`src/rtl/eco32f_bus_arbiter.sv`:
```
// Two-requester Wishbone arbiter for the eco32f core: dbus has fixed priority,
// a starvation counter forces an ibus grant after STARVE_LIMIT dbus wins.
module eco32f_bus_arbiter #(
    parameter int unsigned STARVE_LIMIT = 4
) (
    input  logic        clk,
    input  logic        rst,

    input  logic        ibus_req,
    input  logic [31:0] ibus_adr,
    output logic        ibus_ack,
    output logic        ibus_err,
    output logic [31:0] ibus_rdata,

    input  logic        dbus_req,
    input  logic        dbus_we,
    input  logic [3:0]  dbus_sel,
    input  logic [31:0] dbus_adr,
    input  logic [31:0] dbus_wdata,
    output logic        dbus_ack,
    output logic        dbus_err,
    output logic [31:0] dbus_rdata,

    output logic        wb_cyc,
    output logic        wb_stb,
    output logic        wb_we,
    output logic [3:0]  wb_sel,
    output logic [31:0] wb_adr,
    output logic [31:0] wb_dat_o,
    input  logic [31:0] wb_dat_i,
    input  logic        wb_ack,
    input  logic        wb_err
);

    localparam logic [3:0] LIMIT = 4'(STARVE_LIMIT);

    typedef enum logic [1:0] {
        IDLE = 2'd0,
        IBUS = 2'd1,
        DBUS = 2'd2
    } state_e;

    state_e      state_q, state_d;
    logic [3:0]  starve_q, starve_d;

    logic        wb_cyc_q, wb_cyc_d;
    logic        wb_we_q, wb_we_d;
    logic [3:0]  wb_sel_q, wb_sel_d;
    logic [31:0] wb_adr_q, wb_adr_d;
    logic [31:0] wb_dat_q, wb_dat_d;

    logic        ibus_ack_q, ibus_ack_d;
    logic        ibus_err_q, ibus_err_d;
    logic [31:0] ibus_rdata_q, ibus_rdata_d;
    logic        dbus_ack_q, dbus_ack_d;
    logic        dbus_err_q, dbus_err_d;
    logic [31:0] dbus_rdata_q, dbus_rdata_d;

    // A request is stale in the cycle its own completion pulse is visible.
    logic ibus_live, dbus_live, starve_full, slave_done;

    always_comb begin
        ibus_live   = ibus_req & ~ibus_ack_q & ~ibus_err_q;
        dbus_live   = dbus_req & ~dbus_ack_q & ~dbus_err_q;
        starve_full = (starve_q == LIMIT);
        slave_done  = wb_ack | wb_err;
    end

    always_comb begin
        state_d      = state_q;
        starve_d     = starve_q;
        wb_cyc_d     = wb_cyc_q;
        wb_we_d      = wb_we_q;
        wb_sel_d     = wb_sel_q;
        wb_adr_d     = wb_adr_q;
        wb_dat_d     = wb_dat_q;
        ibus_ack_d   = 1'b0;
        ibus_err_d   = 1'b0;
        ibus_rdata_d = ibus_rdata_q;
        dbus_ack_d   = 1'b0;
        dbus_err_d   = 1'b0;
        dbus_rdata_d = dbus_rdata_q;

        unique case (state_q)
            IDLE: begin
                if (dbus_live && !(ibus_live && starve_full)) begin
                    state_d  = DBUS;
                    wb_cyc_d = 1'b1;
                    wb_we_d  = dbus_we;
                    wb_sel_d = dbus_sel;
                    wb_adr_d = dbus_adr;
                    wb_dat_d = dbus_wdata;
                    if (ibus_live && !starve_full) begin
                        starve_d = starve_q + 4'd1;
                    end
                end else if (ibus_live) begin
                    state_d  = IBUS;
                    wb_cyc_d = 1'b1;
                    wb_we_d  = 1'b0;
                    wb_sel_d = 4'hf;
                    wb_adr_d = ibus_adr;
                    starve_d = 4'd0;
                end
            end
            IBUS: begin
                if (slave_done) begin
                    state_d  = IDLE;
                    wb_cyc_d = 1'b0;
                    // err dominates a simultaneous ack and leaves rdata untouched
                    if (wb_err) begin
                        ibus_err_d = 1'b1;
                    end else begin
                        ibus_ack_d   = 1'b1;
                        ibus_rdata_d = wb_dat_i;
                    end
                end
            end
            DBUS: begin
                if (slave_done) begin
                    state_d  = IDLE;
                    wb_cyc_d = 1'b0;
                    if (wb_err) begin
                        dbus_err_d = 1'b1;
                    end else begin
                        dbus_ack_d   = 1'b1;
                        dbus_rdata_d = wb_dat_i;
                    end
                end
            end
            default: begin
                state_d  = IDLE;
                wb_cyc_d = 1'b0;
            end
        endcase
    end

    always_ff @(posedge clk) begin
        if (rst) begin
            state_q      <= IDLE;
            starve_q     <= 4'd0;
            wb_cyc_q     <= 1'b0;
            wb_we_q      <= 1'b0;
            wb_sel_q     <= 4'h0;
            wb_adr_q     <= 32'h0;
            wb_dat_q     <= 32'h0;
            ibus_ack_q   <= 1'b0;
            ibus_err_q   <= 1'b0;
            ibus_rdata_q <= 32'h0;
            dbus_ack_q   <= 1'b0;
            dbus_err_q   <= 1'b0;
            dbus_rdata_q <= 32'h0;
        end else begin
            state_q      <= state_d;
            starve_q     <= starve_d;
            wb_cyc_q     <= wb_cyc_d;
            wb_we_q      <= wb_we_d;
            wb_sel_q     <= wb_sel_d;
            wb_adr_q     <= wb_adr_d;
            wb_dat_q     <= wb_dat_d;
            ibus_ack_q   <= ibus_ack_d;
            ibus_err_q   <= ibus_err_d;
            ibus_rdata_q <= ibus_rdata_d;
            dbus_ack_q   <= dbus_ack_d;
            dbus_err_q   <= dbus_err_d;
            dbus_rdata_q <= dbus_rdata_d;
        end
    end

    assign wb_cyc     = wb_cyc_q;
    assign wb_stb     = wb_cyc_q;
    assign wb_we      = wb_we_q;
    assign wb_sel     = wb_sel_q;
    assign wb_adr     = wb_adr_q;
    assign wb_dat_o   = wb_dat_q;
    assign ibus_ack   = ibus_ack_q;
    assign ibus_err   = ibus_err_q;
    assign ibus_rdata = ibus_rdata_q;
    assign dbus_ack   = dbus_ack_q;
    assign dbus_err   = dbus_err_q;
    assign dbus_rdata = dbus_rdata_q;

endmodule

```
`config.mk`:
```
export PLATFORM = sky130hd
export DESIGN_NAME = eco32f_bus_arbiter
export DESIGN_NICKNAME = d
export VERILOG_FILES = /design/src/rtl/eco32f_bus_arbiter.sv
export SDC_FILE = /design/constraint.sdc
export NUM_CORES = 1
export LEC_CHECK = 0
export BUFFER_PORTS_ARGS = -buffer_cell sky130_fd_sc_hd__buf_4
export CAP_MARGIN = 0
export CORE_MARGIN = 4
export CORE_UTILIZATION = 35
export DETAILED_ROUTE_END_ITERATION = 6
export PLACE_DENSITY = 0.61
export SYNTH_ARGS = -nofsm -noshare
export SYNTH_HDL_FRONTEND = slang
export SYNTH_SLANG_ARGS = --single-unit
```
`constraint.sdc`:
```
create_clock -name clk -period 2.5 [get_ports clk]
set_clock_uncertainty 0.15 [all_clocks]
set_input_delay 0.375 -clock clk [delete_from_list [all_inputs] [get_ports clk]]
set_output_delay 0.375 -clock clk [all_outputs]
set_load 0.01 [all_outputs]
```
==> reports/metrics.csv <==
stage,metric,value,unit
timing,finalSetupViolations,0,
global_route,grt-ovfl-total,0,
yosys,syn_area,0.006011,mm^2
yosys,syn_area_per_cell,8.624,um^2
global_route,met1_usage,25.46,%
yosys,synth_area_leaders,"dfxtp_1, nand2_1, a2111oi_0",
cells_and_area,areaGrowthSynthToFinish,47.42,%
global_route,antenna_found_initial,0,
yosys,synth_top_area_cell,dfxtp_1,
timing,tns,0,ps
yosys,yosysWarnings,0,
clocking,postCtsSetupBuffers,0,
cells_and_area,layout-drive-gt1-share,36.47,%
drt,first_pass_iters,4,
drt,vias,6078,
die,start_util,35.99,%
drt,routedWlPerCell,17.33,um
clocking,post_cts_resized,0,
cells_and_area,antennaDiodeCount,0,
drt,drt-total-wl,20400,um
global_route,grt_pass1_wl,31820,um
place,io_buffers,277,
global_route,top_usage_layer,met2,
clocking,ctsHoldBuffers,0,
worst_setup_path,arrival,2250,ps
timing,min_period,2111,ps
timing,fmax,473.7,MHz
place,dp_hpwl,14220,um
yosys,synth-seq-area-share,47.96,%
clocking,clk_latency,410,ps
yosys,synthCells,697,
clocking,cts_made_buffers,17,
power,power.density,703.3,mW/mm^2
power,p_leak,3.695,nW
die,die_x,139.1,um
global_route,grt_pass1_vias,5854,
flow_run,maxCapViolCount,0,
min_path,min_path_type,input pin to flip-flop,
worst_setup_path,start_kind,flip-flop,
global_route,use_met2,32.06,%
cells_and_area,final_nets,1088,
drt,drc,0,
worst_setup_path,worstSetupPathType,flip-flop to flip-flop,
die,fp.coreArea,0.01670,mm^2
yosys,ys_ff_latch,144,
power,total_power,6.232,mW
clocking,clk_pin_slew_worst_paths,60,ps
timing,finalMaxSlewViolations,0,
worst_setup_path,path_max_fanout,19,
place,finalWeightedCongestion,0.7768,
clocking,ctsLongestPathBuffers,2,
die,ios,278,
drt,viasPerCell,5.164,
timing,worstMarginPinSlew,646.2,ps
yosys,synth.top_cell.area_share,47.96,%
worst_setup_path,required,2640,ps
global_route,grt_usage,20.15,%
clocking,cts.sinks,144,
clocking,cts-root-buf,clkbuf_16,
timing,finalCritPeriodShare,84.44,%
timing,rsz0062_at_grt,false,
outcome,status,finished clean,
yosys,synth_cell_type_count,41,
worst_setup_path,end_kind,flip-flop,
die,fp.dieH,139.1,um
clocking,cts_tree,built,
yosys,syn_nets,841,
clocking,htreeDepth,4,
timing,hold_violations,0,
power,worst_ir_drop_vdd,0.4652,mV
global_route,grtUsageMet3,7.586,%
die,rows,47,
die,dieArea,0.01933,mm^2
timing,slew_headroom,56.92,%
drt,drt_iter0_drc,301,
drt,ant_nets,0,
global_route,grt_start_max_net_pins,70,
## cells in the mapped netlist
library cell,instances
a2111o_1,1
a2111oi_0,60
a2111oi_2,4
a21boi_0,1
a21boi_4,1
a21oi_1,68
a31oi_1,2
and3_1,2
and3b_1,3
and4bb_2,1
buf_1,5
buf_2,14
buf_4,2
buf_6,5
clkbuf_1,49
dfxtp_1,144
ha_1,5
inv_1,7
inv_2,1
mux2i_1,32
nand2_1,193
nand3_1,1
nand3b_1,3
nand4_1,1
nand4b_1,1
nor2_1,2
nor2b_1,1
nor3_1,32
nor3b_1,2
nor3b_2,1
nor4_1,32
nor4bb_1,1
o2111ai_1,1
o211ai_1,1
o21ai_0,3
o21ai_1,1
o221a_2,5
o31ai_1,1
o32ai_1,4
or3_1,2
or3b_1,2
## cell type report
class | count | area, um^2
fillers | 1597 | 7840
multi-input cells | 470 | 2780
inverters | 8 | 30.03
well taps | 220 | 275.3
clock inverters | 13 | 137.6
repair buffers | 303 | 2312
clock buffers | 19 | 442.9
flip-flops and latches | 144 | 2883
## worst paths after layout
| path | slack [ps] | to | startpoint | cells past startpoint |
|---|---|---|---|---|
| max | 390 | wb_adr[10] | starve_q[0] | 6 |
| min | 60 | wb_dat_o[13] | dbus_wdata[13] | 3 |
| max reg2reg | 390 | wb_adr[10] | starve_q[0] | 6 |
| min reg2reg | 300 | dbus_rdata[19] | dbus_rdata[19] | 2 |
## state kept, by name, summed over array words and instances, names as in the netlist
register    flops
dbus_rdata     32
ibus_rdata     32
wb_adr         32
wb_dat_o       32
starve_q        4
wb_sel          4
state_q         2
dbus_ack        1
dbus_err        1
ibus_ack        1
ibus_err        1
wb_cyc          1
wb_we           1
## where the power goes
group          leakage (nW)  internal (mW)  switching, mW  total [mW]
registers              1.18           2.46         0.0960        2.56
logic                  2.24          0.568          0.599        1.17
clock network         0.280           1.50           1.01        2.51
total                  3.70           4.53           1.71        6.23
## placed cells by master, fill, tap and decap left out, types with 3 or more instances in the layout
cell,n
a21oi_1,68
clkinvlp_4,3
dfxtp_1,144
mux2i_1,32
buf_12,3
o21ai_0,3
buf_4,300
nor3_1,32
a2111oi_0,60
and3b_1,3
ha_1,5
clkinv_2,4
clkbuf_16,17
a2111oi_2,4
nand3b_1,3
inv_1,7
o32ai_1,4
o221a_2,5
nor4_1,32
nand2_1,193
## metrics by stage
stage | setup slack (ps) | hold slack (ps) | instance area [um^2] | util [%] | instances
CTS | 386.9 | 42.40 | 8861 | 53.06 | 1177
global route | 219.6 | 42.58 | 8861 | 53.06 | 1177
floorplan | 644.0 | 316.2 | 6011 | - | 697
finish | 388.9 | 58.65 | 8861 | 53.06 | 1177
global placement | 451.6 | 292.4 | 8280 | 49.58 | 1145
detailed placement | 406.7 | 296.6 | 8280 | 49.58 | 1145
## cells by family after synthesis
kind of cell,Yosys count,share of synthesized area [%]
mux,32,5.329
buf+inv,83,6.224
fa+ha+maj,5,1.041
flops,144,47.96
compound gates,153,18.48
simple gates,280,20.96
## per-layer routing
metal,routed length (um),up-vias
li1,-,3003
met3,1822,26
met2,9520,246
met5,0,-
met1,8695,2803
met4,359,0
## critical path: stages, from the launching register on
cell and delay [ps]:
dfxtp_1 370, inv_1 70, ha_1 210, and3b_1 340
buf_4 280, a2111oi_0 460, nor4_1 100
(Power assumes the default switching activity.)
